### src/rtl/piso_pkg.sv
// Shared types and constants for the PISO serializer and its SIPO counterpart.
package piso_pkg;

  typedef enum logic [0:0] {
    StIdle,
    StShift
  } state_e;

  // Word width shared with the 4-bit SIPO receiver.
  localparam int unsigned DefaultWidth = 4;

  function automatic int unsigned cnt_width(input int unsigned width);
    return (width < 2) ? 1 : $clog2(width);
  endfunction

endpackage

### src/rtl/piso_bit_counter.sv
// Bit position counter for the serializer: clears on a word load, counts shifted bits.
module piso_bit_counter
  import piso_pkg::*;
#(
  parameter int unsigned WIDTH = DefaultWidth
) (
  input  logic clk,
  input  logic rst,
  input  logic clear,
  input  logic inc,
  output logic at_last
);

  localparam int unsigned CntW = cnt_width(WIDTH);
  localparam logic [CntW-1:0] LastVal = CntW'(WIDTH - 1);

  logic [CntW-1:0] count_q, count_d;

  assign at_last = (count_q == LastVal);

  always_comb begin
    count_d = count_q;
    if (clear) begin
      count_d = '0;
    end else if (inc && !at_last) begin
      // Saturate at the last position so the count never wraps.
      count_d = count_q + CntW'(1);
    end
  end

  always_ff @(posedge clk) begin
    if (rst) begin
      count_q <= '0;
    end else begin
      count_q <= count_d;
    end
  end

endmodule

### src/rtl/piso_shift_register.sv
// Parallel-in serial-out serializer with a valid/ready load port and a last-bit flag.
module piso_shift_register
  import piso_pkg::*;
#(
  parameter int unsigned WIDTH     = DefaultWidth,
  parameter bit          LSB_FIRST = 1'b1
) (
  input  logic             clk,
  input  logic             rst,
  input  logic             load_valid,
  output logic             load_ready,
  input  logic [WIDTH-1:0] din,
  output logic             sout,
  output logic             sout_valid,
  output logic             sout_last,
  output logic             busy
);

  state_e           state_q, state_d;
  logic [WIDTH-1:0] sreg_q, sreg_d, sreg_shifted;
  logic             shifting;
  logic             at_last;
  logic             accept;

  assign shifting     = (state_q == StShift);
  // Ready in the last-bit cycle lets the next word follow without a gap.
  assign load_ready   = !shifting || at_last;
  assign accept       = load_valid && load_ready;
  assign sreg_shifted = LSB_FIRST ? (sreg_q >> 1) : (sreg_q << 1);

  piso_bit_counter #(
    .WIDTH(WIDTH)
  ) u_bit_counter (
    .clk    (clk),
    .rst    (rst),
    .clear  (accept),
    .inc    (shifting),
    .at_last(at_last)
  );

  always_comb begin
    state_d = state_q;
    sreg_d  = sreg_q;
    unique case (state_q)
      StIdle: begin
        if (load_valid) begin
          state_d = StShift;
          sreg_d  = din;
        end
      end
      StShift: begin
        if (at_last && load_valid) begin
          sreg_d = din;
        end else begin
          sreg_d = sreg_shifted;
          if (at_last) begin
            state_d = StIdle;
          end
        end
      end
      default: begin
        state_d = StIdle;
      end
    endcase
  end

  always_ff @(posedge clk) begin
    if (rst) begin
      state_q <= StIdle;
      sreg_q  <= '0;
    end else begin
      state_q <= state_d;
      sreg_q  <= sreg_d;
    end
  end

  assign sout       = shifting && (LSB_FIRST ? sreg_q[0] : sreg_q[WIDTH-1]);
  assign sout_valid = shifting;
  assign sout_last  = shifting && at_last;
  assign busy       = shifting;

endmodule

### config.mk
export PLATFORM = sky130hd
export DESIGN_NAME = piso_shift_register
export DESIGN_NICKNAME = d
export VERILOG_FILES = /design/src/rtl/piso_pkg.sv /design/src/rtl/piso_bit_counter.sv /design/src/rtl/piso_shift_register.sv
export SDC_FILE = /design/constraint.sdc
export NUM_CORES = 1
export LEC_CHECK = 0
export ABC_AREA = 1
export CORE_AREA = 2 2 39 41
export CTS_BUF_LIST = sky130_fd_sc_hd__clkbuf_8
export DETAILED_ROUTE_END_ITERATION = 8
export DIE_AREA = 0 0 41 43
export PLACE_DENSITY_LB_ADDON = 0.05
export RECOVER_POWER = 100
export SYNTH_ARGS = -nofsm -noshare
export SYNTH_HDL_FRONTEND = slang
export SYNTH_HIERARCHICAL = 1
export SYNTH_SLANG_ARGS = --single-unit
### constraint.sdc
create_clock -name clk -period 1.4 [get_ports clk]
set_input_delay 0.14 -clock clk [delete_from_list [all_inputs] [get_ports clk]]
set_output_delay 0.14 -clock clk [all_outputs]
set_load 0.01 [all_outputs]
### Yosys cells after proc, flatten, opt, wreduce, memory -nomap -nowiden

Index checks and enable logic that the tools add are counted.

| word-level totals | value |
|---|---|
| bits in registers | 7 |
| input bits | 7 |
| output and inout port bits | 5 |

| operators by class | value |
|---|---|
| equal/unequal tests | 2 |
| bitwise operators | 1 |
| reduce and logical (&&, ||, !) cells | 9 |
| $add $sub $neg | 1 |
| mux-type cells | 7 |

Operator list:

| cell | number |
|---|---|
| $mux 4 | 2 |
| $pmux 4 s2 | 1 |
| $logic_and 1x1->1 | 5 |
| $mux 1 | 3 |
| $add 2x1->2 const B | 1 |
| $eq 2x2->1 const B | 1 |
| $logic_not 1->1 | 2 |
| $ne 2x2->1 const B | 1 |
| $pmux 1 s2 | 1 |
| $reduce_or 2->1 | 1 |
| $logic_or 1x1->1 | 1 |
| $not 1->1 | 1 |

### Logic depth before layout (Yosys ltp)

Gate-level depths: netlist (run 1).

| logic depth | value |
|---|---|
| word-level depth | 4 |
| mapped depth | 8 |
| gate-level depth less buffers | 8 |

### Modules after synthesis

The synthesis (run 1) kept the hierarchy.

By module, submodules not included:

| module | instances | cells each | area each (µm²) |
|---|---|---|---|
| piso_shift_register | 1 | 43 | 292.8 |
| piso_bit_counter | 1 | 16 | 106.4 |

### Worst setup path after synthesis (run 1)

No wires, ideal clock.

| timing path | value |
|---|---|
| kind | reg-to-reg |
| start | register u_bit_counter.count_q[0] |
| end | register u_bit_counter.count_q[0] |
| slack | 235 ps |
| stages on the path, launching flop included | 9 |
| library setup time | 64 ps |
| clock period less this slack | 1165 ps |
| data arrival time | 1101 ps |
| path through | dfxtp_1 ha_1 inv_1 nand2_8 nand2_4 inv_2 nor2_1 nand2_1 nor2_1 |

| between the ends | value |
|---|---|
| cells in the longest elaborated chain, start to end | 4 |

RTL lines:

| item | RTL line | RTL |
|---|---|---|
| start, declared | piso_bit_counter.sv:17 | `logic [CntW-1:0] count_q, count_d;` |
| start signal, assigned | piso_bit_counter.sv:35 | `count_q <= count_d;` |
| $eq 2x2->1 | piso_bit_counter.sv:19 | `assign at_last = (count_q == LastVal);` |
| via at_last | piso_shift_register.sv:22 | `logic at_last;` |
| $logic_or 1x1->1 | piso_shift_register.sv:27 | `assign load_ready = !shifting \|\| at_last;` |
| via load_ready | piso_shift_register.sv:11 | `output logic load_ready,` |
| $logic_and 1x1->1 | piso_shift_register.sv:28 | `assign accept = load_valid && load_ready;` |
| via accept | piso_shift_register.sv:23 | `logic accept;` |
| $reduce_or 2->1 (no line) | n/a |  |

The timed path passes the listed nets, and every way through them passes these cells.
A chain may end at the register's enable or synchronous reset.

### Final worst setup path (run 1)

| timing path | value |
|---|---|
| start | register u_bit_counter.count_q[0] |
| end | output load_ready |

| between the ends | value |
|---|---|
| cells in the longest elaborated chain, start to end | 2 |

RTL lines:

| item | RTL line |
|---|---|
| $eq 2x2->1 | piso_bit_counter.sv:19 |
| via at_last | piso_shift_register.sv:22 |
| $logic_or 1x1->1 | piso_shift_register.sv:27 |
| end, declared | piso_shift_register.sv:11 |

The timed path passes the listed nets, and every way through them passes these cells.

==> summary.txt, run 1 <==
GRT
  • Initial antenna violation count: 0
  • Tot GR Track Use: 0.112
  • Total grt overflow: 0
  • Vias in the first global route: 325
  • Largest net degree at the start of global routing: 10
  • Global-route wire length before repair: 1.23 mm

Synth
  • Avg Cell Area, Syn: 6.76 um^2
  • Yosys cell types: 14
  • Sequential fraction of the synthesis area: 0.351
  • Mapped Cells: 59
  • Yosys warns: 6
  • Mapped Nets: 67
  • Syn Std Cell Area: 399 um^2
  • Synth Register Bits: 7

Setup path
  • CP max stage delay: 0.30 ns
  • Kind of critical path: reg -> out
  • Slowest cell on the critical path: dfxtp_1
  • Worst setup SP type: flop
  • Worst endpoint required time: 1.26 ns
  • CP Capture Type: output pin
  • Maximum net fanout on the critical path: 5
  • CP Data Arrival Time: 1.20 ns
  • CP cell instances: ha_2, inv_1, nand2_8, dlygate4sd2_1

Finish
  • FF+latch area: 144 um^2
  • Final non-filler cell total: 93
  • Area of the multi-input gates: 204 um^2
  • Share of post-route cells with drive strength above 1: 0.221
  • Fill count: 146
  • Most frequent cells in the layout: 18 x nand2_1, 11 x inv_1, 8 x clkdlybuf4s50_1, 6 x dfxtp_1
  • Nets@finish: 86
  • Layout area overhead: 50.8%
  • Commonest non-fill, non-tap cell in the layout: nand2_1
  • Antenna Cells: 0

Timing
  • Slew @ Worst Pin: 0.246 ns
  • Maximum clock frequency: 744 MHz
  • Endpoints failing setup: 0
  • Fin crit share: 0.961
  • Fin. Hold Viols: 0
  • Final min period: 1.34 ns
  • Post-Route Skew: 0.00261 ns
  • Relative slew slack: 0.836
  • Unrepaired setup endpoints after global routing: no
  • Setup_tns: 0 ns
  • Slew Viols, Final: 0

Routing
  • Final WL: 795 um
  • Drt wl/cell: 8.55 um
  • Vias: 381
  • Iter 0 DRT Violations: 6
  • Residual DRC count: 0
  • Drt first pass iters: 2
  • Post-DR vias/cell: 4.10
  • ANT nets after route: 0

Status
  • Outcome: complete, no violations

Placed design
  • Cell Count Post-Placement: 89
  • Count of input and output buffers: 11
  • Gpl congestion: 0.698
  • Post-DP HPWL: 642 um

Floorplan
  • Horiz. Die Dim: 41 um
  • Core Region: 0.00138 mm^2
  • Die ar.: 0.00176 mm^2
  • Boundary pin count: 12
  • Die height: 43 um
  • Initial cell density of the core: 0.288
  • Row cnt: 14

Power
  • Leak pwr: 0.314 nW
  • P per Cell Area: 1020 mW/mm^2
  • VDD IR-drop max: 0.988 mV

Clock network
  • Number of buffers created by CTS: 3
  • Clock latency on the worst-skew pair: 0.23 ns
  • Hold_buf cts: 0
  • Sink Count: 7
  • Number of H-tree levels: 1
  • CTS Buffer Depth: 2
  • CTS tree: built
  • Worst-path clk slew: 0.04 ns
  • Root buffer cell: clkbuf_8

Flow run
  • Maxcap violations: 0

Worst hold path
  • Hold Path Class: reg -> reg
-- stage by stage --
step,util,instance area [um^2],hold WS [ns],setup WS [ns],power [mW]
2_1_floorplan,-,399,0.209,0.235,0.292
3_3_place_gp,0.396,548,0.452,0.0348,0.344
3_5_place_dp,0.396,548,0.458,0.0432,0.345
4_1_cts,0.431,597,0.466,0.0189,0.613
5_1_grt,0.435,602,0.483,0.0112,0.646
6_report,0.435,602,0.463,0.0551,0.611
-- registers in the layout, summed over array words and instances, names as in the netlist --
| name | flops |
|---|---|
| busy | 1 |
| sreg_q | 4 |
| u_bit_counter/count_q | 2 |
-- synthesized netlist by cell type (all sizes together) --
master,n,area [um^2]
ha,1,12.5
nand3,5,25.0
a21oi,5,25.0
nand2,21,105
inv,11,41.3
buf,2,18.8
nor2,7,31.3
dfxtp,7,140
-- routing by layer --
metal / global-route usage / part of all wire
met1: 0.115 / 0.41
met5: 0 / 0
met3: 0.0785 / 0.057
met2: 0.163 / 0.53
met4: 0.0600 / 0
-- area by class of cell --
class                   count  area share
well taps                  16      0.0333
flip-flops and latches      7       0.239
clock inverters             1     0.00624
inverters                  11      0.0686
clock buffers               3      0.0686
repair buffers             16       0.245
multi-input cells          39       0.339
-- repair_timing --
item                                    CTS  global route
endpoints found under the setup margin    5             3
endpoints found under the hold margin     0             0
buffers inserted                          0             0
gates resized for setup                   5             2
-- final timing paths --
check                                              from                               endpoint  slack, ns  cells after the start
hold reg to reg                  sreg_q[1]$_SDFFE_PP0P_                 sreg_q[1]$_SDFFE_PP0P_       0.46                      2
setup / recovery  u_bit_counter/count_q[0]$_SDFFE_PP0P_                             load_ready       0.06                      4
hold / removal                   sreg_q[1]$_SDFFE_PP0P_                 sreg_q[1]$_SDFFE_PP0P_       0.46                      2
setup reg to reg  u_bit_counter/count_q[0]$_SDFFE_PP0P_  u_bit_counter/count_q[0]$_SDFFE_PP0P_       0.13                      9
-- where the power goes --
group / leakage, nW / total (mW) / switching, mW / internal [mW]
clock: 0.0269 / 0.273 / 0.0838 / 0.189
sequential: 0.0582 / 0.224 / 0.0105 / 0.214
combinational: 0.229 / 0.114 / 0.0534 / 0.0607
-- cells by family after synthesis --
kind of cell / Yosys count / share of synthesized area
adder cells (fa/ha/maj): 1 / 0.0313
flip-flops: 7 / 0.351
AO/OA/AOI/OAI: 5 / 0.0627
AND/OR/NAND/NOR: 33 / 0.404
buffers and inverters: 13 / 0.150
-- worst max-delay path, delay by kind of cell (launching register included) --
family / cells / cell delay, ns
buf+inv: 2 / 0.42
flops: 1 / 0.30
simple gates: 1 / 0.07
fa+ha+maj: 1 / 0.19
(Power assumes the default switching activity.)
==> inputs of run 2 (changes only) <==
Settings changed: SKIP_CTS_REPAIR_TIMING set to 1.
==> run 2 against run 1 <==
- routed wire length down 0.13%
- critical path type unchanged
- utilization increased by 0.090 points
- non-clock buffer count unchanged
- setup slack better by 0.053 ns
- global-route usage shrank 0.51 points
- first-iteration DRC count unchanged
- highest routed layer unchanged
- clock power about the same
==> summary.txt, run 2 (synthesis results as in run 1) <==
GRT
  • Largest net degree at the start of global routing: 10
  • Initial antenna violation count: 0
  • Global-route wire length before repair: 1.19 mm
  • Vias in the first global route: 317
  • Tot GR Track Use: 0.107
  • Total grt overflow: 0

Power
  • Leak pwr: 0.333 nW
  • Int Pwr: 463 uW
  • Sequential Power Share: 0.367
  • P per Cell Area: 1010 mW/mm^2
  • Clock Power Share: 0.447
  • Psw: 147 uW
  • VDD IR-drop max: 0.988 mV
  • Combinational power share: 0.185
  • Net Sw Frac: 0.242

Setup path
  • CP Capture Type: output pin
  • Cell family with the largest share of critical-path delay: buffers and inverters
  • CP max stage delay: 0.54 ns
  • Worst endpoint required time: 1.26 ns
  • Crit path capture: sout_valid
  • Kind of critical path: reg -> out
  • Slowest cell on the critical path: clkdlybuf4s50_1
  • Crit path buf inv count: 1
  • CP Data Arrival Time: 1.15 ns
  • Worst setup startpoint: busy$_SDFF_PP0_
  • Maximum net fanout on the critical path: 9
  • CP Depth: 1
  • Flop-to-flop setup slack: 0.14 ns
  • Start of the worst register-to-register path: u_bit_counter/count_q[0]$_SDFFE_PP0P_
  • Worst setup SP type: flop
  • Reg2Reg Capture Point: u_bit_counter/count_q[0]$_SDFFE_PP0P_
  • FF-to-FF path depth: 9
  • CP cell instances: clkdlybuf4s50_1

Floorplan
  • Horiz. Die Dim: 41 um
  • Die ar.: 0.00176 mm^2
  • Core Region: 0.00138 mm^2
  • Row cnt: 14
  • Initial cell density of the core: 0.288
  • Boundary pin count: 12
  • Die height: 43 um

Placed design
  • Post-DP Area: 548 um^2
  • Post-DP HPWL: 642 um
  • Gpl congestion: 0.698
  • Count of input and output buffers: 11

Finish
  • Design area: 603 um^2
  • Layout area overhead: 51.1%
  • Most flops, register: sreg_q
  • Share of post-route cells with drive strength above 1: 0.208
  • Max FFs per register: 4
  • Nets@finish: 86
  • Commonest non-fill, non-tap cell in the layout: nand2_1
  • Most frequent cells in the layout: 18 x nand2_1, 10 x inv_1, 8 x clkdlybuf4s50_1, 6 x dfxtp_1
  • Antenna Cells: 0

Timing
  • Setup_tns: 0 ns
  • Post-Route Skew: 0.00261 ns
  • Maximum clock frequency: 774 MHz
  • Slew Viols, Final: 0
  • Unrepaired setup endpoints after global routing: no
  • Relative slew slack: 0.836
  • Fin. Hold Viols: 0
  • Final min period: 1.29 ns
  • Fin crit share: 0.923
  • Endpoints failing setup: 0
  • Slew @ Worst Pin: 0.246 ns

Routing
  • Iter 0 DRT Violations: 6
  • Final WL: 794 um
  • Drt wl/cell: 8.54 um
  • Vias: 382
  • Drt first pass iters: 2
  • Post-DR vias/cell: 4.11
  • ANT nets after route: 0
  • Residual DRC count: 0

Clock network
  • CTS Buffer Depth: 2
  • Number of H-tree levels: 1
  • Root buffer cell: clkbuf_8
  • Clock latency on the worst-skew pair: 0.23 ns
  • Number of buffers created by CTS: 3
  • CTS tree: built
  • Sink Count: 7
  • Worst-path clk slew: 0.04 ns

Status
  • Outcome: complete, no violations

Worst hold path
  • Hold Path Class: reg -> reg
  • Worst Hold Depth: 2

Flow run
  • Maxcap violations: 0
-- run 2: worst min path at each step --
| stage | startpoint | to |
|---|---|---|
| final | sreg_q[1]$_SDFFE_PP0P_ | sreg_q[1]$_SDFFE_PP0P_ |
| after global routing | sreg_q[2]$_SDFFE_PP0P_ | sreg_q[2]$_SDFFE_PP0P_ |
| after CTS | sreg_q[2]$_SDFFE_PP0P_ | sreg_q[2]$_SDFFE_PP0P_ |
| after detailed placement | sreg_q[2]$_SDFFE_PP0P_ | sreg_q[2]$_SDFFE_PP0P_ |
| after global placement | sreg_q[2]$_SDFFE_PP0P_ | sreg_q[2]$_SDFFE_PP0P_ |
| after floorplan | rst | busy$_SDFF_PP0_ |
-- run 2: per-layer routing --
layer / GRT usage / share of wire / up-vias
met4: 0.0400 / 0 / 0
met2: 0.159 / 0.53 / 8
met3: 0.0785 / 0.058 / 0
li1: - / - / 210
met5: 0 / 0 / -
met1: 0.111 / 0.41 / 164
-- run 2: tightest hold or removal path, stage by stage (launching register included) --
cell	delay, ns
dfxtp_1	0.30
nand2_1	0.06
a21oi_1	0.05
-- run 2: layout make-up --
| cell class | count | area [um^2] |
|---|---|---|
| Clock buffer | 3 | 41.3 |
| Clock inverter | 1 | 3.75 |
| Fill cell | 144 | 781 |
| Inverter | 11 | 41.3 |
| Multi-Input combinational cell | 39 | 201 |
| Sequential cell | 7 | 144 |
| Tap cell | 16 | 20.0 |
| Timing Repair Buffer | 16 | 151 |
-- run 2: power groups by stage --
| stage | Combinational [mW] | Sequential [mW] | Clock [mW] |
|---|---|---|---|
| 2_1_floorplan | 0.0662 | 0.226 | 0 |
| 3_3_place_gp | 0.117 | 0.228 | 0 |
| 3_5_place_dp | 0.116 | 0.228 | 0 |
| 4_1_cts | 0.117 | 0.225 | 0.273 |
| 5_1_grt | 0.126 | 0.226 | 0.293 |
| 6_report | 0.113 | 0.224 | 0.273 |
-- run 2: per-stage QoR --
| stage | utilization | total power, mW | setup slack, ns | instances | hold slack, ns |
|---|---|---|---|---|---|
| floorplan | - | 0.292 | 0.235 | 59 | 0.209 |
| global placement | 0.396 | 0.344 | 0.0348 | 89 | 0.452 |
| detailed placement | 0.396 | 0.345 | 0.0432 | 89 | 0.458 |
| CTS | 0.429 | 0.614 | -0.199 | 93 | 0.466 |
| global route | 0.436 | 0.645 | 0.0161 | 93 | 0.483 |
| finish | 0.436 | 0.610 | 0.108 | 93 | 0.463 |
==> inputs of run 3 (changes only) <==
Settings changed: TNS_END_PERCENT set to 10.
==> results of run 3 <==
No change in the layout: final DEF, timing and power equal those of run 2.
